--- config.mk ---
export PLATFORM = sky130hd
export DESIGN_NAME = phase_sequencer
export DESIGN_NICKNAME = d
export VERILOG_FILES = /design/src/rtl/phase_sequencer_pkg.sv /design/src/rtl/phase_sequencer_phase_counter.sv /design/src/rtl/phase_sequencer.sv
export SDC_FILE = /design/constraint.sdc
export NUM_CORES = 1
export LEC_CHECK = 0
export BUFFER_PORTS_ARGS = -buffer_cell sky130_fd_sc_hd__buf_2
export CORE_MARGIN = 2
export CORE_UTILIZATION = 31
export DETAILED_ROUTE_END_ITERATION = 8
export GPL_ROUTABILITY_DRIVEN = 0
export GPL_TIMING_DRIVEN = 1
export SKIP_CTS_REPAIR_TIMING = 1
export SYNTH_ARGS = -nofsm -noshare
export SYNTH_HDL_FRONTEND = slang
export SYNTH_SLANG_ARGS = --single-unit
--- constraint.sdc ---
create_clock -name i_CLOCK -period 2.85 [get_ports i_CLOCK]
set_input_delay 0.57 -clock i_CLOCK [delete_from_list [all_inputs] [get_ports i_CLOCK]]
set_output_delay 0.57 -clock i_CLOCK [all_outputs]
set_load 0.1 [all_outputs]
--- src/rtl/phase_sequencer_pkg.sv ---
// Shared definitions for the phase sequencer: controller state encoding and
// the legal ranges of the sequencer parameters.
package phase_sequencer_pkg;

    typedef enum logic [1:0] {
        ST_START  = 2'd0,
        ST_RUN    = 2'd1,
        ST_PAUSED = 2'd2,
        ST_HALT   = 2'd3
    } seq_state_e;

    localparam int N_PHASES_MIN    = 2;
    localparam int N_PHASES_MAX    = 8;
    localparam int WAIT_STATES_MAX = 15;
    localparam int CNT_W_MIN       = 1;

endpackage

--- src/rtl/phase_sequencer_phase_counter.sv ---
// phase_counter: wait-state counter plus phase-index wrap.
//   i_clk/i_rst_n : clock, asynchronous active-low reset
//   i_en          : advance by one clock of phase time
//   o_idx/o_last  : current phase index, current clock is the last of its phase
//   o_idx_d       : phase index after this clock edge
//   o_first_d     : the clock after this edge is the first of its phase
//   o_last_d      : the clock after this edge is the last of its phase
module phase_counter #(
    parameter int N_PHASES    = 3,
    parameter int WAIT_STATES = 0,
    parameter int IDX_W       = 2
) (
    input  logic             i_clk,
    input  logic             i_rst_n,
    input  logic             i_en,
    output logic [IDX_W-1:0] o_idx,
    output logic             o_last,
    output logic [IDX_W-1:0] o_idx_d,
    output logic             o_first_d,
    output logic             o_last_d
);

    localparam int WAIT_W = (WAIT_STATES > 0) ? $clog2(WAIT_STATES + 1) : 1;
    localparam logic [WAIT_W-1:0] WAIT_MAX = WAIT_W'(WAIT_STATES);
    localparam logic [IDX_W-1:0]  IDX_MAX  = IDX_W'(N_PHASES - 1);

    logic [IDX_W-1:0]  idx_q,  idx_d;
    logic [WAIT_W-1:0] wait_q, wait_d;

    always_comb begin
        idx_d  = idx_q;
        wait_d = wait_q;
        if (i_en) begin
            if (wait_q == WAIT_MAX) begin
                wait_d = '0;
                idx_d  = (idx_q == IDX_MAX) ? '0 : idx_q + IDX_W'(1);
            end else begin
                wait_d = wait_q + WAIT_W'(1);
            end
        end
    end

    always_ff @(posedge i_clk or negedge i_rst_n) begin
        if (!i_rst_n) begin
            idx_q  <= '0;
            wait_q <= '0;
        end else begin
            idx_q  <= idx_d;
            wait_q <= wait_d;
        end
    end

    assign o_idx     = idx_q;
    assign o_last    = (wait_q == WAIT_MAX);
    assign o_idx_d   = idx_d;
    assign o_first_d = (wait_d == '0);
    assign o_last_d  = (wait_d == WAIT_MAX);

endmodule

--- src/rtl/phase_sequencer.sv ---
// phase_sequencer: machine-cycle phase generator with wait states, IO pause
// handshake, single-step halt, stall and a completed-cycle counter.
//   i_CLOCK, i_RESET_N    : clock, asynchronous active-low reset
//   i_CUCPAUSE, i_IOSTATE : pause request / IO resume token
//   i_STALL               : freeze everything while high
//   i_STEP_MODE, i_STEP   : halt after each cycle / release one cycle
//   o_PHASE, o_PHASE_STB  : one-hot phase, first-clock-of-phase strobe
//   o_STATE               : current (or next, when stopped) phase index
//   o_CYCLE_DONE          : last clock of the final phase
//   o_PAUSED, o_HALTED    : waiting for IO token / waiting for step
//   o_CYCLE_COUNT         : completed cycles, wrapping
// All outputs are registered.
module phase_sequencer
    import phase_sequencer_pkg::*;
#(
    parameter int N_PHASES    = 3,
    parameter int WAIT_STATES = 0,
    parameter int PAUSE_PHASE = 1,
    parameter int CNT_W       = 16
) (
    input  logic                        i_CLOCK,
    input  logic                        i_RESET_N,
    input  logic                        i_CUCPAUSE,
    input  logic                        i_IOSTATE,
    input  logic                        i_STALL,
    input  logic                        i_STEP_MODE,
    input  logic                        i_STEP,
    output logic [N_PHASES-1:0]         o_PHASE,
    output logic                        o_PHASE_STB,
    output logic [$clog2(N_PHASES)-1:0] o_STATE,
    output logic                        o_CYCLE_DONE,
    output logic                        o_PAUSED,
    output logic                        o_HALTED,
    output logic [CNT_W-1:0]            o_CYCLE_COUNT
);

    localparam int IDX_W = $clog2(N_PHASES);
    localparam logic [IDX_W-1:0]    LAST_IDX  = IDX_W'(N_PHASES - 1);
    localparam logic [IDX_W-1:0]    PAUSE_IDX = IDX_W'(PAUSE_PHASE);
    localparam logic [N_PHASES-1:0] PHASE0    = N_PHASES'(1);

    if (N_PHASES < N_PHASES_MIN || N_PHASES > N_PHASES_MAX) begin : g_bad_n_phases
        $error("phase_sequencer: N_PHASES out of range 2..8");
    end
    if (WAIT_STATES < 0 || WAIT_STATES > WAIT_STATES_MAX) begin : g_bad_wait_states
        $error("phase_sequencer: WAIT_STATES out of range 0..15");
    end
    if (PAUSE_PHASE < 0 || PAUSE_PHASE >= N_PHASES) begin : g_bad_pause_phase
        $error("phase_sequencer: PAUSE_PHASE out of range 0..N_PHASES-1");
    end
    if (CNT_W < CNT_W_MIN) begin : g_bad_cnt_w
        $error("phase_sequencer: CNT_W must be at least 1");
    end

    seq_state_e          fsm_q, fsm_d;
    logic                token_q, token_d;
    logic [N_PHASES-1:0] phase_q, phase_d;
    logic                stb_q, stb_d;
    logic [IDX_W-1:0]    state_q, state_d;
    logic                done_q, done_d;
    logic                paused_q, paused_d;
    logic                halted_q, halted_d;
    logic [CNT_W-1:0]    count_q, count_d;

    logic             cnt_en;
    logic [IDX_W-1:0] idx_q, idx_d;
    logic             last_q, first_d, last_d;
    logic             run_d;

    phase_counter #(
        .N_PHASES   (N_PHASES),
        .WAIT_STATES(WAIT_STATES),
        .IDX_W      (IDX_W)
    ) u_phase_counter (
        .i_clk    (i_CLOCK),
        .i_rst_n  (i_RESET_N),
        .i_en     (cnt_en),
        .o_idx    (idx_q),
        .o_last   (last_q),
        .o_idx_d  (idx_d),
        .o_first_d(first_d),
        .o_last_d (last_d)
    );

    // Leaving a phase always advances the counter, so PAUSED holds the next
    // phase index and HALT sits at index 0 without any explicit load.
    always_comb begin
        fsm_d   = fsm_q;
        token_d = token_q;
        cnt_en  = 1'b0;
        if (!i_STALL) begin
            case (fsm_q)
                ST_START: fsm_d = ST_RUN;
                ST_RUN: begin
                    cnt_en = 1'b1;
                    if (last_q) begin
                        if (idx_q == PAUSE_IDX && i_CUCPAUSE) begin
                            token_d = ~token_q;
                            fsm_d   = ST_PAUSED;
                        end else if (idx_q == LAST_IDX && i_STEP_MODE) begin
                            fsm_d = ST_HALT;
                        end
                    end
                end
                ST_PAUSED: begin
                    // A held index of 0 means the pause was taken at the end
                    // of a completed cycle, so a pending step halt applies.
                    if (i_IOSTATE == token_q) begin
                        fsm_d = (idx_q == '0 && i_STEP_MODE) ? ST_HALT : ST_RUN;
                    end
                end
                ST_HALT: begin
                    if (i_STEP || !i_STEP_MODE) fsm_d = ST_RUN;
                end
                default: fsm_d = ST_START;
            endcase
        end
    end

    // Outputs describe the clock following the edge; under stall fsm/index
    // are unchanged so only the strobes need forcing low.
    always_comb begin
        run_d    = (fsm_d == ST_RUN);
        phase_d  = run_d ? (PHASE0 << idx_d) : '0;
        stb_d    = run_d && first_d && !i_STALL;
        done_d   = run_d && (idx_d == LAST_IDX) && last_d && !i_STALL;
        state_d  = idx_d;
        paused_d = (fsm_d == ST_PAUSED);
        halted_d = (fsm_d == ST_HALT);
        count_d  = count_q + CNT_W'(done_d);
    end

    always_ff @(posedge i_CLOCK or negedge i_RESET_N) begin
        if (!i_RESET_N) begin
            fsm_q    <= ST_START;
            token_q  <= 1'b0;
            phase_q  <= '0;
            stb_q    <= 1'b0;
            state_q  <= '0;
            done_q   <= 1'b0;
            paused_q <= 1'b0;
            halted_q <= 1'b0;
            count_q  <= '0;
        end else begin
            fsm_q    <= fsm_d;
            token_q  <= token_d;
            phase_q  <= phase_d;
            stb_q    <= stb_d;
            state_q  <= state_d;
            done_q   <= done_d;
            paused_q <= paused_d;
            halted_q <= halted_d;
            count_q  <= count_d;
        end
    end

    assign o_PHASE       = phase_q;
    assign o_PHASE_STB   = stb_q;
    assign o_STATE       = state_q;
    assign o_CYCLE_DONE  = done_q;
    assign o_PAUSED      = paused_q;
    assign o_HALTED      = halted_q;
    assign o_CYCLE_COUNT = count_q;

endmodule

**Yosys cells after proc, flatten, opt, wreduce, memory -nomap -nowiden**

Index checks and enable logic that the tools add are counted.

- Bits in registers: 29
- Latch bits: 0
- Bits in writable memories: 0
- ROM bits: 0
- Input port bits: 7
- Output and inout port bits: 25
- Logic and storage cells: 58
- Memories kept: 0

- Add/sub/neg operators: 3
- Multiply operators: 0
- Div/mod/pow operators: 0
- $lt $le $gt $ge: 0
- Equality and inequality tests: 10
- Shift operators: 1
- Muxes and demuxes: 16
- Bitwise gates (word level): 4
- Reduce and logical (&&, ||, !) cells: 14

Operator list:

| kind | number |
|---|---|
| $mux 2 | 10 |
| $add 16x1->16 | 1 |
| $eq 2x2->1 const B | 6 |
| $logic_and 1x1->1 | 8 |
| $pmux 2 s4 | 1 |
| $eq 2x1->1 const B | 3 |
| $logic_not 2->1 | 2 |
| $mux 1 | 4 |
| $not 1->1 | 4 |
| $reduce_and 4->1 | 1 |
| $mux 3 | 1 |
| $shl 1x2->3 const A | 1 |
| $add 2x1->2 const B | 1 |
| $logic_not 1->1 | 2 |
| $add 1x1->1 const B | 1 |
| $eq 1x1->1 | 1 |
| $logic_or 1x1->1 | 1 |

**Logic depth before layout (Yosys ltp)**

- Word-level depth: 12
- Mapped depth: 11
- Mapped depth without buffers: 10

**Hierarchy**

Synthesis repeated with hierarchy kept, for this count alone.

- Cell total of the unflattened synthesis: 108
- Area, all modules: 1337.5 µm²

By module, submodules not included:

| module | instances | cells an instance | area an instance (µm²) | seq. area each (µm²) |
|---|---|---|---|---|
| phase_sequencer | 1 | 96 | 1192.4 | 700.7 |
| phase_counter | 1 | 12 | 145.1 | 75.1 |

**Worst setup path before layout**

No wires, ideal clock.

- Kind: register -> register
- Start: reg u_phase_counter.idx_q[1], in the netlist u_phase_counter.o_idx[1]
- End: reg count_q[14], in the netlist o_CYCLE_COUNT[14]
- Library setup time: 162 ps
- Arrival: 3027 ps
- Data required time: 2688 ps
- Setup slack: -339 ps
- Cell stages (with the launch flop): 11
- Buffers on the path: 0
- Period minus slack after synthesis: 3189 ps
- Cells stage by stage: dfrtp_1 nor2b_1 nand3_1 nand3_1 nor4b_2 ha_1 ha_1 nand3_1 or3_1 nor2_1 xor2_1

- Word-level cells in the longest chain between the ends: 12
- Elaborated cells between the ends (all ways): 23
- Classes of those cells: add/sub (2); eq/ne (4); mux (10); reduce/logical (7)

RTL lines:

| item | RTL line | text |
|---|---|---|
| from (decl) | phase_sequencer_phase_counter.sv:27 | `logic [IDX_W-1:0] idx_q, idx_d;` |
| from (signal assigned) | phase_sequencer_phase_counter.sv:48 | `idx_q <= idx_d;` |
| $eq 2x2->1 | phase_sequencer_phase_counter.sv:36, phase_sequencer.sv:100 |  |
| $logic_and 1x1->1 | phase_sequencer.sv:100 | `end else if (idx_q == LAST_IDX && i_STEP_MODE) begin` |
| $mux 2 | phase_sequencer.sv:100 |  |
| $mux 2 | phase_sequencer.sv:97 | `if (idx_q == PAUSE_IDX && i_CUCPAUSE) begin` |
| $mux 2 | phase_sequencer.sv:96 | `if (last_q) begin` |
| $pmux 2 s4 | phase_sequencer.sv:92 | `case (fsm_q)` |
| $mux 2 | phase_sequencer.sv:91 | `if (!i_STALL) begin` |
| $eq 2x1->1 | phase_sequencer.sv:123 | `run_d = (fsm_d == ST_RUN);` |
| $logic_and 1x1->1 (*) (3 in series) | phase_sequencer.sv:126 | `done_d = run_d && (idx_d == LAST_IDX) && last_d && !i_STALL;` |
| net done_d | phase_sequencer.sv:60 | `logic done_q, done_d;` |
| $add 16x1->16 (*) | phase_sequencer.sv:130 | `count_d = count_q + CNT_W'(done_d);` |
| net count_d[14] | phase_sequencer.sv:63 | `logic [CNT_W-1:0] count_q, count_d;` |
| to (signal assigned) | phase_sequencer.sv:153 | `count_q <= count_d;` |
| to (decl) | phase_sequencer.sv:63 |  |

Mark *: on every way through the listed nets, which the timed path passes. The rest lies on a longest branch.
A chain may end at the register's enable or synchronous reset.

**Worst setup path in the final report**

- Start: reg fsm_q[1]
- End: reg count_q[12], in the netlist o_CYCLE_COUNT[12]

- Word-level cells in the longest chain between the ends: 10
- Elaborated cells between the ends (all ways): 22
- Classes of those cells: add/sub (1); eq/ne (5); mux (11); bitwise (1); reduce/logical (4)

RTL lines:

| item | RTL line | text |
|---|---|---|
| from (decl) | phase_sequencer.sv:55 | `seq_state_e fsm_q, fsm_d;` |
| from (signal assigned) | phase_sequencer.sv:145 | `fsm_q <= fsm_d;` |
| $mux 2 | phase_sequencer.sv:100 |  |
| $mux 2 | phase_sequencer.sv:97 |  |
| $mux 2 | phase_sequencer.sv:96 |  |
| $pmux 2 s4 | phase_sequencer.sv:92 |  |
| $mux 2 | phase_sequencer.sv:91 |  |
| $eq 2x1->1 | phase_sequencer.sv:123 |  |
| $logic_and 1x1->1 | phase_sequencer.sv:126 |  |
| $logic_and 1x1->1 (*) (2 in series) | phase_sequencer.sv:126 |  |
| net done_d | phase_sequencer.sv:60 |  |
| $add 16x1->16 (*) | phase_sequencer.sv:130 |  |
| net count_d[12] | phase_sequencer.sv:63 |  |

Marked as above.

==> impl_metrics.env <==
export IMPL_die_y_um=69.7
export IMPL_clock_sinks=29
export IMPL_gr_total_overflow=0
export IMPL_p_switching_mw=1.05
export IMPL_synth_seq_cells=29
export IMPL_vdd_ir_drop_max_v=0.000517
export IMPL_htree_levels=2
export IMPL_drt_first_pass_iters=4
export IMPL_routed_wl_um=2640
export IMPL_p_per_area_mw_per_mm2=1180
export IMPL_clkPwrFrac_pct=16.0
export IMPL_worst_pin_slew_ns=0.623
export IMPL_p_total_mw=1.98
export IMPL_status="completed"
export IMPL_num_rows=23
export IMPL_r2r_end="o_CYCLE_COUNT[12]"
export IMPL_cts_tree="yes"
export IMPL_worstRegToRegCells=10
export IMPL_io_pins=32
export IMPL_comb_power_share_pct=51.3
export IMPL_tns_ns=0
export IMPL_layout_nets=164
export IMPL_ys_types=33
export IMPL_synth_edf_count=0
export IMPL_root_buffer="clkbuf_8"
export IMPL_ys_seq_area_share_pct=54.2
export IMPL_cts_buffer_depth=2
export IMPL_seq_area_um2=733
export IMPL_setup_viol=0
export IMPL_grt_pass1_wl_um=4660
export IMPL_min_path_type="in2async"
export IMPL_area_growth_pct=25.4
export IMPL_layout_commonest_cell="buf_2"
export IMPL_fmax_ghz=0.376
export IMPL_wl_per_cell_um=12.8
export IMPL_synth_avg_cell_area_um2=12.0
export IMPL_cp_cell_sequence="and3b_1, a211oi_2, nor3b_2, nor4b_2, ha_2, ha_1, nand3_1, or3_1, nor2_1, xor2_1"
export IMPL_p_int_mw=0.930
export IMPL_drv_slew=0
export IMPL_die_width_um=69.7
export IMPL_start_kind="flop"
export IMPL_cp_arrival_ns=2.86
export IMPL_synthFlopType="dfrtp_1"
export IMPL_grt_pass1_vias=999
export IMPL_fp_coreArea_mm2=0.00409
export IMPL_fin_crit_ns=2.66
export IMPL_hpwlAfterDp_um=2000
export IMPL_skew_ns=0.00664
export IMPL_final_cell_mix="buf_2, dfrtp_1"
export IMPL_synthArstFlopShare_pct=100
export IMPL_dieArea_mm2=0.00486
export IMPL_cts_made_buffers=5
export IMPL_synth_cells=112
export IMPL_crit_family="simple AND/OR/NAND/NOR gates"
export IMPL_ff2ff_setup_slack_ns=0.19
export IMPL_multi_input_area_um2=571
export IMPL_slowest_stage="dfrtp_2"
export IMPL_track_usage_pct=12.2
export IMPL_switching_share_pct=53.0
export IMPL_insertion_delay_ns=0.28
export IMPL_avgViaCountPerCell=4.73
export IMPL_final_fill_count=431
export IMPL_start_util_pct=32.8
export IMPL_drtIter0Drc=59
export IMPL_cts_reportedPaths_clkPinSlew_ns=0.06
export IMPL_whs_ns=0.306
export IMPL_hold_violations=0
export IMPL_leakage_nw=0.852
export IMPL_fin_crit_sh_pct=93.4
export IMPL_max_stage_delay_ns=0.50
export IMPL_path_class="reg2reg"
export IMPL_p_seq_share_pct=32.7
export IMPL_grt_max_degree=30
export IMPL_syn_area_mm2=0.00134
export IMPL_path_max_fanout=12
export IMPL_ant_nets=0
export IMPL_port_buffers=31
export IMPL_vias=975
export IMPL_relSlewSlack_pct=58.5
export IMPL_worst_ep_required_time_ns=3.05
export IMPL_syn_num_nets=121
export IMPL_worstReg2RegStart="fsm_q[1]"
export IMPL_layout_drive_gt1_share_pct=38.5
export IMPL_antenna_cells=0
export IMPL_worst_setup_path_end_kind="flop"
export IMPL_cap_viol_max_count=0
export IMPL_drcViolationCount=0
export IMPL_rsz0062_at_grt="no"
export IMPL_cp_num_buf_inv=0
export IMPL_yosys_warnings=0
export IMPL_antenna_found_initial=0
## metal layers
metal | wire length, um | track usage (%)
met1 | 1180 | 15.1
met4 | 44 | 4.49
met2 | 1230 | 18.9
met3 | 192 | 5.52
met5 | 0 | 0
## worst register-to-register path: stages (launching register included)
cell and delay, ns:
dfrtp_2 0.50, and3b_1 0.21, a211oi_2 0.26, nor3b_2 0.11, nor4b_2 0.30, ha_2 0.25
ha_1 0.18, nand3_1 0.09, or3_1 0.38, nor2_1 0.14, xor2_1 0.16
## final cells by class
cell class,count,share of cell area [%]
Sequential cell,29,43.7
Multi-Input combinational cell,76,34.0
Timing Repair Buffer,39,12.8
Clock buffer,6,4.32
Tap cell,50,3.73
Inverter,4,0.894
Clock inverter,2,0.596
## cell families (layout without fill, tap and decap cells)
family | count (synthesis) | after routing | synth area share, %
compound gates | 10 | 10 | 5.51
xor+xnor | 16 | 16 | 10.5
buf+inv | 7 | 51 | 3.36
simple gates | 46 | 46 | 22.7
fa+ha+maj | 2 | 2 | 1.87
mux | 2 | 2 | 1.87
flops | 29 | 29 | 54.2
## cells in the mapped netlist (all sizes together), types with 2 or more instances
cell / instances / share of area, %
ha: 2 / 1.9
nor3: 3 / 1.5
nand3: 9 / 3.4
a21oi: 3 / 1.1
buf: 3 / 2.2
nand4: 3 / 1.4
inv: 4 / 1.1
nand2: 9 / 2.5
nor3b: 2 / 1.5
nor2: 9 / 2.5
nor4: 2 / 0.93
xor2: 7 / 4.6
xnor2: 9 / 5.9
dfrtp: 29 / 54
nor4b: 4 / 6.4
## power by group through the flow
stage | clock network [mW] | registers, mW | logic [mW]
finish | 0.317 | 0.648 | 1.02
global route | 0.347 | 0.666 | 1.06
CTS | 0.332 | 0.646 | 1.02
detailed placement | 0 | 0.651 | 1.02
global placement | 0 | 0.645 | 1.01
floorplan | 0 | 1.17 | 0.308
## sequential cells by signal, indices dropped and copies added (netlist names)
name and count:
o_CYCLE_COUNT 16, o_HALTED 1, o_PHASE_STB 1, o_PHASE 3, o_PAUSED 1, u_phase_counter.o_idx 2
fsm_q 2, token_q 1, o_CYCLE_DONE 1, u_phase_counter.wait_q 1
## stage by stage
step / instances / utilization, % / instance area (um^2) / worst slack (ns)
final: 206 / 41.1 / 1680 / 0.189
after floorplan: 112 / - / 1340 / 0.00857
after global placement: 197 / 38.8 / 1580 / 0.119
after global routing: 206 / 41.1 / 1680 / 0.00575
after CTS: 205 / 40.8 / 1670 / 0.0243
after detailed placement: 197 / 38.8 / 1580 / 0.0210
## how the worst max path moves through the flow
stage	start	endpoint	slack, ns	depth (start not counted)
after floorplan	u_phase_counter.o_idx[1]	o_CYCLE_COUNT[14]	0.009	10
after global placement	i_STALL	o_CYCLE_COUNT[12]	0.12	12
after detailed placement	i_STEP	o_CYCLE_COUNT[12]	0.02	11
after CTS	fsm_q[1]	o_CYCLE_COUNT[12]	0.02	10
after global routing	fsm_q[1]	o_CYCLE_COUNT[12]	0.006	10
final	fsm_q[1]	o_CYCLE_COUNT[12]	0.19	10
Power figures use the tool's default switching activity.
